**config.mk**
```make
export PLATFORM = sky130hd
export DESIGN_NAME = alu_op_sequencer
export DESIGN_NICKNAME = d
export VERILOG_FILES = /design/src/rtl/alu_op_sequencer.sv
export SDC_FILE = /design/constraint.sdc
export NUM_CORES = 1
export LEC_CHECK = 0
export ABC_AREA = 0
export BUFFER_PORTS_ARGS = -buffer_cell sky130_fd_sc_hd__buf_4
export CAP_MARGIN = 20
export CORE_UTILIZATION = 54
export DETAILED_ROUTE_END_ITERATION = 8
export PLACE_DENSITY = 0.81
export SLEW_MARGIN = 20
export SYNTH_ARGS = -nofsm -noshare
export SYNTH_HDL_FRONTEND = slang
export SYNTH_SLANG_ARGS = --single-unit
```
**constraint.sdc**
```tcl
create_clock -name clk -period 4.35 [get_ports clk]
set_input_delay 0.6525 -clock clk [delete_from_list [all_inputs] [get_ports clk]]
set_output_delay 0.6525 -clock clk [all_outputs]
set_load 0.01 [all_outputs]
```
**src/rtl/alu_op_sequencer.sv**
```systemverilog
// alu_op_sequencer: queues ALU commands, drives the shared ALU,
// and returns captured results with a chaining accumulator.
module alu_op_sequencer #(
    parameter int DEPTH  = 4,
    parameter int SETTLE = 1
) (
    input  logic                     clk,
    input  logic                     rst_n,
    input  logic                     cmd_valid,
    output logic                     cmd_ready,
    input  logic [3:0]               cmd_op,
    input  logic [15:0]              cmd_a,
    input  logic [15:0]              cmd_b,
    input  logic                     cmd_chain,
    output logic [15:0]              alu_a,
    output logic [15:0]              alu_b,
    output logic [3:0]               alu_op,
    input  logic [31:0]              alu_result,
    input  logic [1:0]               alu_error,
    output logic                     rsp_valid,
    input  logic                     rsp_ready,
    output logic [31:0]              rsp_result,
    output logic [1:0]               rsp_error,
    output logic [3:0]               rsp_op,
    output logic                     busy,
    output logic [7:0]               err_count,
    output logic [$clog2(DEPTH):0]   fifo_count
);

    localparam int AW = $clog2(DEPTH);
    localparam int CW = (SETTLE < 2) ? 1 : $clog2(SETTLE + 1);
    localparam logic [AW:0] FULL = (AW + 1)'(DEPTH);
    localparam logic [CW-1:0] SETTLE_LD = CW'(SETTLE);
    localparam logic [CW-1:0] CNT_ONE = CW'(1);

    if (DEPTH < 2 || (1 << AW) != DEPTH) begin : g_bad_depth
        $error("DEPTH must be a power of two >= 2");
    end
    if (SETTLE < 1) begin : g_bad_settle
        $error("SETTLE must be >= 1");
    end

    typedef enum logic [1:0] {
        IDLE,
        DRIVE,
        HOLD
    } state_t;

    typedef struct packed {
        logic [3:0]  op;
        logic [15:0] a;
        logic [15:0] b;
        logic        chain;
    } cmd_t;

    cmd_t            mem [DEPTH];
    cmd_t            head;
    logic [AW-1:0]   wr_ptr;
    logic [AW-1:0]   rd_ptr;
    logic [AW:0]     count;

    state_t          state;
    state_t          state_d;
    logic [CW-1:0]   cnt;
    logic [15:0]     acc;

    logic            push;
    logic            pop;
    logic            legal;
    logic            issue_ok;
    logic            issue_bad;
    logic            capture;
    logic            nonempty;

    assign nonempty   = (count != '0);
    assign cmd_ready  = (count < FULL);
    assign push       = cmd_valid & cmd_ready;
    assign head       = mem[rd_ptr];
    assign legal      = (head.op >= 4'd1) && (head.op <= 4'd5);
    assign issue_ok   = pop & legal;
    assign issue_bad  = pop & ~legal;

    assign rsp_valid  = (state == HOLD);
    assign busy       = (state != IDLE) || nonempty;
    assign fifo_count = count;

    // Next state, pop and capture decisions.
    always_comb begin
        state_d = state;
        pop     = 1'b0;
        capture = 1'b0;
        unique case (state)
            IDLE: begin
                if (nonempty) pop = 1'b1;
            end
            DRIVE: begin
                if (cnt == CNT_ONE) begin
                    capture = 1'b1;
                    state_d = HOLD;
                end
            end
            HOLD: begin
                if (rsp_ready) begin
                    if (nonempty) pop = 1'b1;
                    else state_d = IDLE;
                end
            end
            default: state_d = IDLE;
        endcase
        if (pop) state_d = legal ? DRIVE : HOLD;
    end

    // State register.
    always_ff @(posedge clk or negedge rst_n) begin
        if (!rst_n) state <= IDLE;
        else state <= state_d;
    end

    // Command storage; contents need no reset, occupancy guards reads.
    always_ff @(posedge clk) begin
        if (push) mem[wr_ptr] <= {cmd_op, cmd_a, cmd_b, cmd_chain};
    end

    // FIFO pointers and occupancy; pointers wrap naturally.
    always_ff @(posedge clk or negedge rst_n) begin
        if (!rst_n) begin
            wr_ptr <= '0;
            rd_ptr <= '0;
            count  <= '0;
        end else begin
            if (push) wr_ptr <= wr_ptr + 1'b1;
            if (pop) rd_ptr <= rd_ptr + 1'b1;
            unique case ({push, pop})
                2'b10:   count <= count + 1'b1;
                2'b01:   count <= count - 1'b1;
                default: count <= count;
            endcase
        end
    end

    // ALU drive registers and settle counter.
    always_ff @(posedge clk or negedge rst_n) begin
        if (!rst_n) begin
            alu_a  <= '0;
            alu_b  <= '0;
            alu_op <= '0;
            cnt    <= '0;
        end else if (issue_ok) begin
            alu_a  <= head.chain ? acc : head.a;
            alu_b  <= head.b;
            alu_op <= head.op;
            cnt    <= SETTLE_LD;
        end else if (capture) begin
            alu_op <= '0;
            cnt    <= '0;
        end else if (state == DRIVE) begin
            cnt    <= cnt - 1'b1;
        end
    end

    // Response capture; illegal ops answer without touching the ALU.
    always_ff @(posedge clk or negedge rst_n) begin
        if (!rst_n) begin
            rsp_result <= '0;
            rsp_error  <= '0;
            rsp_op     <= '0;
        end else if (capture) begin
            rsp_result <= alu_result;
            rsp_error  <= alu_error;
            rsp_op     <= alu_op;
        end else if (issue_bad) begin
            rsp_result <= '0;
            rsp_error  <= 2'b11;
            rsp_op     <= head.op;
        end
    end

    // Accumulator follows clean results only.
    always_ff @(posedge clk or negedge rst_n) begin
        if (!rst_n) acc <= '0;
        else if (capture && alu_error == 2'b00) acc <= alu_result[15:0];
    end

    // Saturating count of error responses.
    always_ff @(posedge clk or negedge rst_n) begin
        if (!rst_n) begin
            err_count <= '0;
        end else if ((capture && alu_error != 2'b00) || issue_bad) begin
            if (err_count != 8'hFF) err_count <= err_count + 8'd1;
        end
    end

endmodule
```
==> run_summary.xml <==
<?xml version="1.0" encoding="UTF-8"?>
<metrics>
  <group name="status">
    <metric name="run_status" unit="">completed</metric>
  </group>
  <group name="timing">
    <metric name="grt_setup_unrepaired" unit="">no</metric>
    <metric name="totalNegativeSetupSlack" unit="ns">0</metric>
    <metric name="max-slew-margin-rel" unit="%">33.19</metric>
    <metric name="post-route-min-period" unit="ns">2.868</metric>
    <metric name="finalHoldViolCount" unit="">0</metric>
    <metric name="clock.fmax" unit="MHz">348.7</metric>
    <metric name="tightest_slew" unit="ns">1.002</metric>
    <metric name="finalClockSkew" unit="ns">0.01128</metric>
    <metric name="final-setup-viol-count" unit="">0</metric>
    <metric name="slew_violations" unit="">0</metric>
    <metric name="post_route_clock_period_utilization" unit="%">65.92</metric>
  </group>
  <group name="worst_setup_path">
    <metric name="cp_slowest_cell" unit="">nand3_2</metric>
    <metric name="cp_data_required_time" unit="ns">4.75</metric>
    <metric name="cell_breakdown_of_the_critical_path" unit="">mux4_1 -&gt; a21oi_1 -&gt; nand3_2 -&gt; and3_1</metric>
    <metric name="timing.critical_path.arrival" unit="ns">3.26</metric>
    <metric name="worstRegToRegCells" unit="">4</metric>
    <metric name="timing.critical_path.max_delay_family" unit="">simple AND/OR/NAND/NOR gates</metric>
    <metric name="ff2ff_setup_slack" unit="ns">1.48</metric>
    <metric name="r2r-start" unit="">rd_ptr[0]</metric>
    <metric name="critical_path_class" unit="">reg -&gt; reg</metric>
    <metric name="critical_path.n_buffers_inverters" unit="">0</metric>
    <metric name="critical_path.max_fanout" unit="">54</metric>
    <metric name="end_kind" unit="">flop</metric>
    <metric name="cpPeakStageDelay" unit="ns">0.80</metric>
    <metric name="cp-start-kind" unit="">flop</metric>
    <metric name="worst_r2r_endpoint" unit="">alu_op[3]</metric>
  </group>
  <group name="synthesis">
    <metric name="post_synth_instance_area" unit="mm²">0.009945</metric>
    <metric name="yosys_register_bits" unit="">256</metric>
    <metric name="seq_area_frac_synth" unit="%">71.87</metric>
    <metric name="nets_in_the_synthesized_netlist" unit="">735</metric>
    <metric name="synth_top_flop_cell" unit="">edfxtp_1</metric>
    <metric name="synth_edf_count" unit="">148</metric>
    <metric name="netlist-cell-type-count" unit="">36</metric>
    <metric name="synth_async_sr_flop_share" unit="%">42.19</metric>
    <metric name="mapped_cells" unit="">653</metric>
    <metric name="postSynthAreaPerCell" unit="µm²">15.23</metric>
    <metric name="yosys_warnings" unit="">0</metric>
  </group>
  <group name="detailed_routing">
    <metric name="drtAntennaViolNets" unit="">0</metric>
    <metric name="detailroute.via_count" unit="">5767</metric>
    <metric name="routed_wl_per_cell" unit="µm">18.10</metric>
    <metric name="firstDrtPassIters" unit="">5</metric>
    <metric name="wirelength" unit="mm">19.23</metric>
    <metric name="detail_route.vias_per_cell" unit="">5.430</metric>
    <metric name="post-route-drc-count" unit="">0</metric>
    <metric name="initialDrtViolationCount" unit="">286</metric>
  </group>
  <group name="clock_network">
    <metric name="cts_made_buffers" unit="">25</metric>
    <metric name="cts_resized" unit="">0</metric>
    <metric name="numClockSinks" unit="">256</metric>
    <metric name="clk_latency_worst_skew_pair" unit="ns">0.51</metric>
    <metric name="cts_hold_buf" unit="">0</metric>
    <metric name="h_tree_depth" unit="">1</metric>
    <metric name="cts_tree" unit="">done</metric>
    <metric name="clkTransAtPathRegs" unit="ns">0.06</metric>
    <metric name="post_cts_buffers" unit="">0</metric>
    <metric name="ctsRootBufferMaster" unit="">clkbuf_16</metric>
    <metric name="cts.path.max_buffers" unit="">3</metric>
  </group>
  <group name="final_layout">
    <metric name="most_frequent_standard_cell_in_the_layout_excluding_fill_and_tap_cells" unit="">buf_4</metric>
    <metric name="area.growth.synth_to_final" unit="%">22.06</metric>
    <metric name="num_antenna_cells" unit="">0</metric>
    <metric name="most-common-layout-cells" unit="">buf_4 (169), edfxtp_1 (148), nand2_1 (144)</metric>
    <metric name="layoutNonFillerInstCount" unit="">1062</metric>
    <metric name="fin_nets" unit="">897</metric>
    <metric name="drive_gt1_share" unit="%">32.29</metric>
  </group>
  <group name="grt">
    <metric name="grt_pass1_vias" unit="">5840</metric>
    <metric name="grt_overflow_total" unit="">0</metric>
    <metric name="grt_antenna_before_repair" unit="">0</metric>
    <metric name="track_usage" unit="%">20.96</metric>
    <metric name="grt_max_degree" unit="">78</metric>
    <metric name="grt_first_pass_wirelength" unit="mm">29.97</metric>
  </group>
  <group name="floorplan">
    <metric name="die_area" unit="mm²">0.01896</metric>
    <metric name="initial_core_util" unit="%">55.17</metric>
    <metric name="chipWidth" unit="µm">137.7</metric>
    <metric name="design.core.area" unit="mm²">0.01802</metric>
    <metric name="dieHeight" unit="µm">137.7</metric>
    <metric name="placementRows" unit="">49</metric>
    <metric name="pin_count" unit="">163</metric>
  </group>
  <group name="placement">
    <metric name="globalplace.congestion" unit="">0.7994</metric>
    <metric name="dpl.hpwl" unit="mm">12.61</metric>
    <metric name="placedCellCount" unit="">1017</metric>
    <metric name="port_buffer_cells" unit="">162</metric>
  </group>
  <group name="pwr">
    <metric name="max-vdd-ir-drop" unit="mV">0.3974</metric>
    <metric name="p_switching" unit="W">0.002751</metric>
    <metric name="intPower" unit="W">0.005752</metric>
    <metric name="clockPowerShare" unit="%">23.7</metric>
    <metric name="p_seq_share" unit="%">42.8</metric>
    <metric name="leakage" unit="nW">4.982</metric>
    <metric name="comb_power_share" unit="%">33.5</metric>
    <metric name="sw_frac_of_total" unit="%">32.35</metric>
    <metric name="pwr_density_cell" unit="mW/mm²">700.5</metric>
  </group>
  <group name="worst_hold_path">
    <metric name="hp-class" unit="">in -&gt; async</metric>
  </group>
  <group name="job">
    <metric name="timing.max_cap.violations" unit="">0</metric>
  </group>
</metrics>
synthesized netlist by cell type, drive strengths merged, types with 3 or more instances:
cell type,n,share of area [%]
o21ai,57,2.9
edfxtp,148,45
xnor2,4,0.35
mux4,37,8.5
and3,3,0.19
a211oi,3,0.23
clkbuf,24,0.91
nor2,14,0.53
and2,4,0.25
inv,9,0.34
nor2b,4,0.25
xor2,7,0.62
nand3,9,0.45
ha,6,0.75
dfrtp,108,27
buf,10,0.55
mux2i,17,1.7
mux2,19,2.2
nand2,144,5.4
a21oi,9,0.45
per-layer routing:
metal	global-route usage, %	share of wire [%]	vias to the layer above
met5	0	0	-
met1	27.12	41	2862
met4	5.314	2.2	0
li1	-	-	2686
met3	3.974	6.2	33
met2	36.57	50	186
cell type report:
type                    instances  area, µm²
flip-flops and latches        256       7149
fillers                      1227       5887
multi-input cells             354       2629
repair buffers                169       1269
clock buffers                  34      689.4
well taps                     229      286.5
clock inverters                11      81.33
inverters                       9      33.78
metrics by stage:
step | instance area (µm²) | total power [W] | hold WS (ns) | utilization, % | setup WS, ns
after floorplan | 9945 | 0.005426 | 0.3569 | - | 1.931
after global placement | 11370 | 0.006413 | 0.4676 | 63.06 | 1.542
after detailed placement | 11370 | 0.006567 | 0.4742 | 63.06 | 1.454
after CTS | 12140 | 0.008597 | 0.2962 | 67.34 | 1.412
after global routing | 12140 | 0.009018 | 0.3226 | 67.34 | 1.221
final | 12140 | 0.008502 | 0.2613 | 67.34 | 1.482
worst max path at each step:
stage          slack (ns)           end  depth (start not counted)      start
6_report             1.48     alu_op[3]                          4  rd_ptr[0]
5_1_grt              1.22     alu_op[2]                          5  rd_ptr[0]
3_3_place_gp         1.54     alu_op[3]                          4  rd_ptr[0]
2_1_floorplan        1.93  err_count[1]                          7  rd_ptr[0]
3_5_place_dp         1.45     alu_op[3]                          4  rd_ptr[0]
4_1_cts              1.41     alu_op[3]                          4  rd_ptr[0]
registers in the layout, indices dropped and copies added, names as in the netlist:
register	count
acc	16
alu_a	16
alu_b	16
alu_op	4
cnt	1
err_count	8
fifo_count	3
mem	148
rd_ptr	2
rsp_error	2
rsp_op	4
rsp_result	32
state	2
wr_ptr	2
logic make-up (layout without fill, tap and decap cells):
logic type | Yosys count | in the layout | share of synthesized area, %
and+or+nand+nor | 187 | 187 | 7.725
muxes | 73 | 73 | 12.32
DFF | 256 | 256 | 71.87
AOI/OAI and AO/OA | 76 | 76 | 4.366
buffers and inverters | 43 | 223 | 1.799
xor gates and xnor gates | 11 | 11 | 0.9688
adders and majority gates | 7 | 7 | 0.9562
power groups by stage:
stage / clock network (W) / registers, W / logic (W)
after floorplan: 0 / 0.00372 / 0.00170
after global placement: 0 / 0.00364 / 0.00277
after detailed placement: 0 / 0.00368 / 0.00289
after CTS: 0.00206 / 0.00364 / 0.00290
after global routing: 0.00214 / 0.00371 / 0.00317
final: 0.00201 / 0.00364 / 0.00285
(Power assumes the default switching activity.)
